$ cat src/rtl/uart_pkg.sv
`default_nettype none
// ============================================================================
// Module : uart_pkg
// Brief  : Shared types and constants for the UART receive path.
// Rev    : 1.0  initial release
// ============================================================================
package uart_pkg;

    typedef enum logic [2:0] {
        IDLE   = 3'd0,
        START  = 3'd1,
        DATA   = 3'd2,
        PARITY = 3'd3,
        STOP   = 3'd4
    } rx_state_t;

    localparam int         OVERSAMPLE = 16;
    localparam int         SCNT_W     = $clog2(OVERSAMPLE);
    localparam logic [3:0] MID_TICK   = 4'd7;
    localparam logic [3:0] LAST_TICK  = 4'd15;

endpackage
`default_nettype wire

$ cat src/rtl/uart_sync2.sv
`default_nettype none
// ============================================================================
// Module : uart_sync2
// Brief  : Two-flop synchronizer for idle-high async lines (RX, CTS, RTS).
// Rev    : 1.0  initial release
// ============================================================================
module uart_sync2 (
    input  logic clk,
    input  logic reset,
    input  logic d,
    output logic q
);

    logic r_meta;
    logic r_q;

    always_ff @(posedge clk) begin
        if (reset) begin
            r_meta <= 1'b1;
            r_q    <= 1'b1;
        end else begin
            r_meta <= d;
            r_q    <= r_meta;
        end
    end

    assign q = r_q;

endmodule
`default_nettype wire

$ cat src/rtl/uart_rx_core.sv
`default_nettype none
// ============================================================================
// Module : uart_rx_core
// Brief  : UART receiver, 16x oversampled, bit-centre sampling, 1-clk result.
// Rev    : 1.0  initial release
// ============================================================================
module uart_rx_core
    import uart_pkg::*;
#(
    parameter int DATA_BITS  = 8,
    parameter int PARITY_EN  = 0,
    parameter int PARITY_ODD = 0
) (
    input  logic                 clk,
    input  logic                 reset,
    input  logic                 rx_tick,
    input  logic                 rx_in,
    output logic [DATA_BITS-1:0] rx_data,
    output logic                 rx_valid,
    output logic                 frame_err,
    output logic                 parity_err,
    output logic                 busy
);

    localparam logic [3:0] c_last_bit = 4'(DATA_BITS - 1);
    localparam logic       c_par_en   = (PARITY_EN != 0);
    localparam logic       c_par_odd  = (PARITY_ODD != 0);

    logic                 w_rx_s;
    rx_state_t            r_state;
    rx_state_t            w_state_nxt;
    logic [SCNT_W-1:0]    r_s_cnt;
    logic [3:0]           r_bit_cnt;
    logic [DATA_BITS-1:0] r_shift;
    logic                 r_par;
    logic [DATA_BITS-1:0] r_rx_data;
    logic                 r_rx_valid;
    logic                 r_frame_err;
    logic                 r_parity_err;

    logic w_cnt_clr;
    logic w_bit_clr;
    logic w_shift_en;
    logic w_par_latch;
    logic w_done;
    logic w_par_err;

    uart_sync2 u_sync (
        .clk   (clk),
        .reset (reset),
        .d     (rx_in),
        .q     (w_rx_s)
    );

    always_comb begin
        w_state_nxt = r_state;
        w_cnt_clr   = 1'b0;
        w_bit_clr   = 1'b0;
        w_shift_en  = 1'b0;
        w_par_latch = 1'b0;
        w_done      = 1'b0;
        if (rx_tick) begin
            case (r_state)
                IDLE: begin
                    w_cnt_clr = 1'b1;
                    if (!w_rx_s) w_state_nxt = START;
                end
                START: begin
                    // Re-check the line at mid start bit to reject glitches.
                    if (r_s_cnt == MID_TICK) begin
                        w_cnt_clr = 1'b1;
                        if (!w_rx_s) begin
                            w_state_nxt = DATA;
                            w_bit_clr   = 1'b1;
                        end else begin
                            w_state_nxt = IDLE;
                        end
                    end
                end
                DATA: begin
                    if (r_s_cnt == LAST_TICK) begin
                        w_cnt_clr  = 1'b1;
                        w_shift_en = 1'b1;
                        if (r_bit_cnt == c_last_bit)
                            w_state_nxt = c_par_en ? PARITY : STOP;
                    end
                end
                PARITY: begin
                    if (r_s_cnt == LAST_TICK) begin
                        w_cnt_clr   = 1'b1;
                        w_par_latch = 1'b1;
                        w_state_nxt = STOP;
                    end
                end
                STOP: begin
                    if (r_s_cnt == LAST_TICK) begin
                        w_cnt_clr   = 1'b1;
                        w_done      = 1'b1;
                        w_state_nxt = IDLE;
                    end
                end
                default: w_state_nxt = IDLE;
            endcase
        end
    end

    assign w_par_err = c_par_en & ((^r_shift ^ r_par) != c_par_odd);

    always_ff @(posedge clk) begin
        if (reset) r_state <= IDLE;
        else       r_state <= w_state_nxt;
    end

    always_ff @(posedge clk) begin
        if (reset) begin
            r_s_cnt      <= '0;
            r_bit_cnt    <= '0;
            r_shift      <= '0;
            r_par        <= 1'b0;
            r_rx_data    <= '0;
            r_rx_valid   <= 1'b0;
            r_frame_err  <= 1'b0;
            r_parity_err <= 1'b0;
        end else begin
            r_rx_valid <= 1'b0;
            if (rx_tick) begin
                r_s_cnt <= w_cnt_clr ? '0 : r_s_cnt + 1'b1;
                if (w_bit_clr) r_bit_cnt <= '0;
                // LSB arrives first, so shifting right leaves it in bit 0.
                if (w_shift_en) begin
                    r_shift   <= {w_rx_s, r_shift[DATA_BITS-1:1]};
                    r_bit_cnt <= r_bit_cnt + 1'b1;
                end
                if (w_par_latch) r_par <= w_rx_s;
                if (w_done) begin
                    r_rx_data    <= r_shift;
                    r_frame_err  <= ~w_rx_s;
                    r_parity_err <= w_par_err;
                    r_rx_valid   <= 1'b1;
                end
            end
        end
    end

    assign rx_data    = r_rx_data;
    assign rx_valid   = r_rx_valid;
    assign frame_err  = r_frame_err;
    assign parity_err = r_parity_err;
    assign busy       = (r_state != IDLE);

endmodule
`default_nettype wire

$ cat config.mk
export PLATFORM = sky130hd
export DESIGN_NAME = uart_rx_core
export DESIGN_NICKNAME = d
export VERILOG_FILES = /design/src/rtl/uart_pkg.sv /design/src/rtl/uart_sync2.sv /design/src/rtl/uart_rx_core.sv
export SDC_FILE = /design/constraint.sdc
export NUM_CORES = 1
export LEC_CHECK = 0
export BUFFER_PORTS_ARGS = -buffer_cell sky130_fd_sc_hd__buf_2
export CAP_MARGIN = 30
export CORE_MARGIN = 10
export CORE_UTILIZATION = 36
export CTS_CLUSTER_DIAMETER = 50
export DETAILED_ROUTE_END_ITERATION = 7
export GPL_TIMING_DRIVEN = 0
export SYNTH_ARGS = -nofsm -noshare
export SYNTH_HDL_FRONTEND = slang
export SYNTH_SLANG_ARGS = --single-unit
$ cat constraint.sdc
create_clock -name clk -period 4.9 [get_ports clk]
set_input_delay 0.98 -clock clk [delete_from_list [all_inputs] [get_ports clk]]
set_output_delay 0.98 -clock clk [all_outputs]
set_load 0.03 [all_outputs]
# After elaboration in Yosys (flattened, before gate mapping)
# Cells that the tools add are included.
dict set report totals {
  ff_bits 31
  latch_bits 0
  mem_bits_rw 0
  romBits 0
  in_bits 4
  word_cells 59
  mem_count 0
}
dict set report op_classes {
  addsub 2
  multipliers 0
  div_mod_pow 0
  magnitude_cmp 0
  n_eq_ne 13
  shifts 0
  muxes 24
  bitwise_logic 2
  n_reduce_logical 9
}
# operator n
set ops {}
lappend ops {{$mux 3} 6}
lappend ops {{$pmux 3 s5} 1}
lappend ops {{$mux 1} 12}
lappend ops {{$mux 4} 3}
lappend ops {{$ne 2x2->1 const B} 6}
lappend ops {{$add 4x1->4 const B} 2}
lappend ops {{$eq 4x3->1 const B} 2}
lappend ops {{$reduce_and 7->1} 1}
lappend ops {{$eq 3x2->1 const B} 2}
lappend ops {{$reduce_and 2->1} 3}
lappend ops {{$eq 4x4->1 const B} 1}
lappend ops {{$eq 3x1->1 const B} 1}
lappend ops {{$eq 3x3->1 const B} 1}
lappend ops {{$logic_not 3->1} 1}
lappend ops {{$pmux 1 s3} 1}
lappend ops {{$reduce_bool 3->1} 1}
lappend ops {{$reduce_or 3->1} 1}
lappend ops {{$mux 2} 1}
lappend ops {{$not 1->1} 2}
lappend ops {{$reduce_bool 2->1} 1}
lappend ops {{$reduce_or 2->1} 1}

# Depth between registers and ports, before layout
# Gate-level depths: netlist (run 1).
dict set report depth {
  depth_word 6
  depth_mapped 6
  depth_no_buf 5
}

# Modules after synthesis
# A second synthesis (run 1) with hierarchy kept.
dict set report hier_totals {
  hier_cells 157
  hier_area_um2 1381.3
}
# module instances cells_per_inst area_each_um2 seq_area_each_um2
set by_module_without_submodules {}
lappend by_module_without_submodules {uart_rx_core 1 153 1328.8 580.6}
lappend by_module_without_submodules {uart_sync2 1 4 52.6 40.0}

# Worst setup path before layout (run 1)
# No wires, ideal clock.
dict set report synth_timing {
  path_type {input to register}
  from {input port rx_tick}
  to {register r_rx_data[1], in the netlist rx_data[1]}
  arrival_time_ns 1.941
  setup_slack_ns 2.830
  path_stages 6
  n_path_buf 2
  cell_sequence {buf_4 > nand4_4 > nor4b_4 > buf_6 > mux2i_1 > nor2_1}
}
dict set report synth_via {
  elab_chain_len 2
}
# element line_no
set synth_lines {}
lappend synth_lines {{start: declaration} uart_rx_core.sv:16} ;# input logic rx_tick,
lappend synth_lines {{$mux 1} uart_rx_core.sv:62} ;# if (rx_tick) begin
lappend synth_lines {{$reduce_and 2->1 (no line) (*)} -}
lappend synth_lines {{end signal: assignment} uart_rx_core.sv:136} ;# r_rx_data <= r_shift;
lappend synth_lines {{end: declaration} uart_rx_core.sv:36} ;# logic [DATA_BITS-1:0] r_rx_data;
# Every way passes the cells marked *; elsewhere a longest branch is shown, timed or not.
# A chain may end at the register's enable or synchronous reset.

# Worst setup path in the final report (run 1)
dict set report layout_timing {
  from {register r_state[0]}
  to {output port busy}
}
dict set report layout_via {
  elab_chain_len 1
}
# element line_no
set layout_lines {}
lappend layout_lines {{start: declaration} uart_rx_core.sv:30} ;# rx_state_t r_state;
lappend layout_lines {{start signal: assignment} uart_rx_core.sv:111} ;# else r_state <= w_state_nxt;
lappend layout_lines {{$reduce_bool 3->1} uart_rx_core.sv:149} ;# assign busy = (r_state != IDLE);
lappend layout_lines {{end: declaration} uart_rx_core.sv:22} ;# output logic busy
# Every way passes these cells.

==> results of run 1 <==
## area by class of cell
class	count	area [µm²]	share of cell area
timing repair buffer	13	65.06	0.03979
clock inverter	2	35.03	0.02142
buffer	10	58.81	0.03596
sequential	31	620.6	0.3795
inverter	1	3.754	0.002295
multi-input combinational	94	709.4	0.4338
tap	48	60.06	0.03673
clock buffer	6	82.58	0.05050
## per-stage QoR
| step | utilization | setup WS [ns] |
|---|---|---|
| final | 0.4434 | 2.583 |
| after global routing | 0.4434 | 2.499 |
| after CTS | 0.4434 | 2.564 |
| after detailed placement | 0.4115 | 2.692 |
| after global placement | 0.4115 | 2.715 |
| after floorplan | - | 2.830 |
## power groups by stage
stage / clock (µW) / combinational [µW] / sequential, µW
3_5_place_dp: 0 / 18.3 / 261
3_3_place_gp: 0 / 17.9 / 261
6_report: 256 / 18.2 / 255
5_1_grt: 275 / 20.4 / 255
2_1_floorplan: 0 / 13.8 / 260
4_1_cts: 263 / 18.3 / 255
## cells by family (layout without fill, tap and decap cells)
logic type,after synthesis,count (layout),synth area share
flops,31,31,0.4456
compound gates,15,15,0.09165
other cells,1,1,0.002693
simple gates,52,52,0.2264
buf+inv,11,32,0.04492
mux,21,21,0.1518
fa+ha+maj,2,2,0.01797
xor+xnor,3,3,0.01887
## synth_stat cells, drive strengths merged (2+ instances only)
library cell,n,area share
nand4,2,0.020
and3b,2,0.013
nor3,5,0.026
a211oi,2,0.014
nand2b,5,0.022
or2,2,0.0090
clkbuf,4,0.011
mux2i,20,0.14
nor4b,2,0.023
nand2,2,0.0054
xnor2,2,0.013
nor2b,2,0.0090
o211ai,2,0.014
dfxtp,31,0.45
buf,6,0.031
ha,2,0.018
nor2,23,0.064
a311oi,2,0.013
nand3,2,0.0072
## critical path, stage by stage (launching register included)
cell     delay (ns)
dfxtp_1        0.32
buf_2          0.19
or3_1          0.37
buf_2          0.18
## flip-flops by register name, summed over array words and instances (netlist names)
| name | cells |
|---|---|
| frame_err | 1 |
| r_bit_cnt | 4 |
| r_s_cnt | 4 |
| r_shift | 8 |
| r_state | 3 |
| rx_data | 8 |
| rx_valid | 1 |
| u_sync.q | 1 |
| u_sync.r_meta | 1 |
## metal layers
layer	GRT usage	wire [µm]
met3	0.02808	106
met2	0.1532	1368
met4	0.04592	31
met5	0	0
met1	0.1039	1230
## worst paths after layout
| path | from | cells past startpoint | end | slack (ns) |
|---|---|---|---|---|
| worst max-delay path | r_state[0] | 3 | busy | 2.58 |
| worst min register to register | u_sync.r_meta | 1 | u_sync.q | 0.42 |
| worst min-delay path | u_sync.r_meta | 1 | u_sync.q | 0.42 |
| worst max register to register | r_s_cnt[0] | 6 | rx_data[6] | 3.18 |
==> results.toml, run 1 <==
[power_and_ir_drop]
comb_power_share = 0.034
power.leakage_uw = 0.0006239
power_uw = 529.4
clockPowerShare = 0.484
p_seq_frac = 0.482
p_switching_uw = 104.7
power.density_nw_per_um2 = 323.7
switching_share = 0.1977
p_int_uw = 424.7
irDropWorstVdd_mv = 0.1899

[synth]
synth_edf_count = 0
avgSynthCellArea_um2 = 10.24
seq_area_frac_synth = 0.4456
yosysWarnings = 0
synthesis.area_um2 = 1393
synth-main-ff-cell = "dfxtp_1"
ys_seq_elements = 31
synth_cells = 136
ys_async_sr_fraction = 0
synth_nets = 142
synth_cell_types = 45

[setup_path]
crit_type = "reg -> out"
end_kind = "output port"
critPathLaunchType = "flop"
crit_fanout = 10
cp.arrival_ns = 1.34
cp.required_ns = 3.92

[placement]
portBuffers = 13
gp_congestion = 0.8315
dpl.cell_count = 197
postPlaceCellArea_um2 = 1518
dp_hpwl_um = 2001

[final_layout]
final_cells = 205
layout_commonest_cell = "dfxtp_1"
drive_gt1_frac = 0.2293
n_fill_cell = 382
finalNetCount = 162
final_cell_mix = "31 x dfxtp_1, 22 x nor2_1, 20 x mux2i_1, 15 x buf_2, 6 x clkbuf_8"
syn_to_final_growth_pct = 17.43
final_area_um2 = 1635
num_antenna_cells = 0

[global_routing]
grt_pass1_vias = 1078
grt_max_degree = 11
antenna_found_initial = 0
grt_pass1_wl_um = 4878
grtUsageTotal = 0.09185
grt-ovfl-total = 0

[detailed_routing]
drt_first_pass_iters = 4
finalWirelength_um = 2737
dr_total_vias = 1049
wl_per_cell_um = 13.35
drc = 0
postRouteAntennaNets = 0
initialDrtViolationCount = 58
vias_per_cell = 5.117

[sta]
relSlewSlack = 0.6544
max_freq_mhz = 431.7
finalCritPeriodShare = 0.4728
report.final.hold_viol_count = 0
maxSlewViolCount = 0
skew_ns = 0.007963
setup_viol = 0
worstMarginPinSlew_ns = 0.5183
period_minus_slack_ns = 2.317
rsz0062_at_grt = "no"
setup_tns_ns = 0
hold-worst-slack_ns = 0.4152

[cts]
post_cts_buffers = 0
clk_pin_slew_ns = 0.06
cts_buffer_depth = 2
clock-sinks = 31
cts_hold_buf = 0
cts_tree = "yes"
cts-root-buf = "clkbuf_8"
insertion_delay_ns = 0.28
cts-resized-gates = 0
tritoncts.num_buffers = 5
htreeDepth = 2

[outcome]
status = "complete, no violations"

[floorplanning]
rows = 22
die_height_um = 82.20
initial_utilization = 0.3775
io_pins = 16
core_area_um2 = 3689
die_x_um = 82.20
die_area_um2 = 6756

[min_path]
hold_path.class = "reg -> reg"

[job]
cap_violations = 0
Power figures use the tool's default switching activity.
==> inputs of run 2 (changes only) <==
--- a/config.mk
+++ b/config.mk
@@ -5,6 +5,7 @@
 export SDC_FILE = /design/constraint.sdc
 export NUM_CORES = 1
 export LEC_CHECK = 0
+export ABC_AREA = 1
 export BUFFER_PORTS_ARGS = -buffer_cell sky130_fd_sc_hd__buf_2
 export CAP_MARGIN = 30
 export CORE_MARGIN = 10
==> constraint.sdc (replaced) <==
create_clock -name clk -period 2.04 [get_ports clk]
set_input_delay 0.408 -clock clk [delete_from_list [all_inputs] [get_ports clk]]
set_output_delay 0.408 -clock clk [all_outputs]
set_load 0.03 [all_outputs]
==> results.toml, run 2 <==
[outcome]
status = "complete, no violations"

[power_and_ir_drop]
irDropWorstVdd_mv = 0.3273
power.leakage_uw = 0.0007118
power.density_nw_per_um2 = 1073

[cts]
cts-resized-gates = 0
clock-sinks = 31
post_cts_buffers = 0
cts_hold_buf = 0
clk_pin_slew_ns = 0.06
cts_tree = "yes"
tritoncts.num_buffers = 5
insertion_delay_ns = 0.27
htreeDepth = 2
cts_buffer_depth = 2
cts-root-buf = "clkbuf_8"

[floorplanning]
die_area_um2 = 6530
io_pins = 16
die_x_um = 80.81
die_height_um = 80.81
initial_utilization = 0.3692
rows = 22
core_area_um2 = 3606

[placement]
dpl.cell_count = 235
post-place-ws_ns = 0.6164
gp_congestion = 0.8165
portBuffers = 12
dp_hpwl_um = 1929

[synth]
ys_async_sr_fraction = 0
ys_top_cells_by_area = "dfxtp_1 47%, nor2_1 12%, o21ai_1 5.6%"
synth-main-ff-cell = "dfxtp_1"
synth_top_area_cell = "dfxtp_1"
synth_cells = 175
synth_nets = 181
netlist.area_leader.share = 0.4662
synth_common_cells = "43 x nor2_1, 31 x dfxtp_1, 19 x nand2_1, 15 x o21ai_1, 10 x nand3_1"
synthesis.area_um2 = 1331
ys_seq_elements = 31
seq_area_frac_synth = 0.4662
synth_edf_count = 0
synth_cell_types = 26
avgSynthCellArea_um2 = 7.607
synth_most_common_cell = "nor2_1"
yosysWarnings = 0

[global_routing]
grt_busiest_layer = "met2"
grt-ovfl-total = 0
use_met1 = 0.1217
grt_max_degree = 11
grtUsageTotal = 0.09151
grt_pass1_wl_um = 4767
antenna_found_initial = 0
grt_pass1_vias = 1036
use_met3 = 0.02208
met2_usage = 0.1346

[detailed_routing]
postRouteAntennaNets = 0
drt_first_pass_iters = 4
finalWirelength_um = 2645
drc = 0
initialDrtViolationCount = 73
dr_total_vias = 1125
wl_per_cell_um = 10.88
vias_per_cell = 4.630

[sta]
rsz0062_at_grt = "no"
finalCritPeriodShare = 0.7332
setup_tns_ns = 0
skew_ns = 0.004446
maxSlewViolCount = 0
setup_viol = 0
hold-worst-slack_ns = 0.3147
report.final.hold_viol_count = 0
period_minus_slack_ns = 1.496
max_freq_mhz = 668.6
setup_ws_ns = 0.5443

[final_layout]
final_cell_mix = "43 x nor2_1, 31 x dfxtp_1, 19 x nand2_1, 16 x buf_2, 15 x o21ai_1"
syn_to_final_growth_pct = 17.86
num_antenna_cells = 0
final_cells = 243
drive_gt1_frac = 0.2359
fin_util = 0.4351
finalNetCount = 200
layout_commonest_cell = "nor2_1"

[setup_path]
critPathLaunchType = "flop"
rrSetupSlack_ns = 0.60
crit_type = "reg -> out"
cp.required_ns = 1.63
critical_path.startpoint = "r_state[1]"
end_kind = "output port"
crit_fanout = 4
cp.arrival_ns = 1.09
rr_endpoint = "r_shift[5]"
reg2reg_depth = 7
cp-endpoint = "busy"
r2r_start = "r_s_cnt[0]"

[min_path]
hold_path.class = "in -> reg"

[job]
cap_violations = 0
-- run 2: cell count changes in the layout (fill, tap and decap cells not counted), sizes merged, moves of 3 or more --
| cell | previous run | this run |
|---|---|---|
| o21ai | 1 | 19 |
| mux2i | 20 | 0 |
| nand3 | 2 | 11 |
| inv | 1 | 13 |
| a21oi | 1 | 13 |
| nor3 | 5 | 2 |
| nand2 | 2 | 21 |
| nand2b | 5 | 0 |
| clkbuf | 10 | 7 |
| nor2 | 23 | 43 |
-- run 2: area by class of cell --
type                            instances  area, µm²
Sequential cell                        31      620.6
Buffer                                  8      53.80
Clock inverter                          2      35.03
Multi-Input combinational cell        122      604.3
Inverter                               14      52.55
Clock buffer                            6      82.58
Tap cell                               48      60.06
Timing Repair Buffer                   12      60.06
Fill cell                             397       2037
-- run 2: worst min-delay path by stage --
stage             startpoint            end  slack (ns)  cells after the start
2_1_floorplan  u_sync.r_meta       u_sync.q        0.39                      1
3_3_place_gp   u_sync.r_meta       u_sync.q        0.39                      1
3_5_place_dp   u_sync.r_meta       u_sync.q        0.39                      1
4_1_cts                rx_in  u_sync.r_meta        0.31                      2
5_1_grt                rx_in  u_sync.r_meta        0.31                      2
6_report               rx_in  u_sync.r_meta        0.31                      2
-- run 2: logic make-up after synthesis --
logic type               count (synthesis)  synth area share
AO/OA/AOI/OAI                           32            0.1372
XOR/XNOR                                 3           0.01974
adder cells (fa/ha/maj)                  2           0.01879
buffers and inverters                   22           0.07989
flip-flops                              31            0.4662
other                                    1          0.002817
AND/OR/NAND/NOR                         84            0.2754
-- run 2: power by group --
group / internal, µW / switching, µW
clock network: 395 / 221
registers: 646 / 33.6
logic: 119 / 270
total: 1160 / 524
-- run 2: critical path, cell delays in order, from the launching register on --
cell and delay, ns:
dfxtp_1 0.38, nor2_1 0.07, nand2_1 0.14, buf_2 0.23
-- run 2: metrics by stage --
stage,instance area (µm²),total power (µW)
2_1_floorplan,1331,1002
3_3_place_gp,1451,1081
6_report,1569,1684
4_1_cts,1569,1700
3_5_place_dp,1451,1079
5_1_grt,1569,1795
-- run 2: per-layer routing --
metal | vias up | wire length (µm)
li1 | 604 | -
met1 | 494 | 1329
met2 | 22 | 1137
met3 | 5 | 127
met4 | 0 | 51
met5 | - | 0
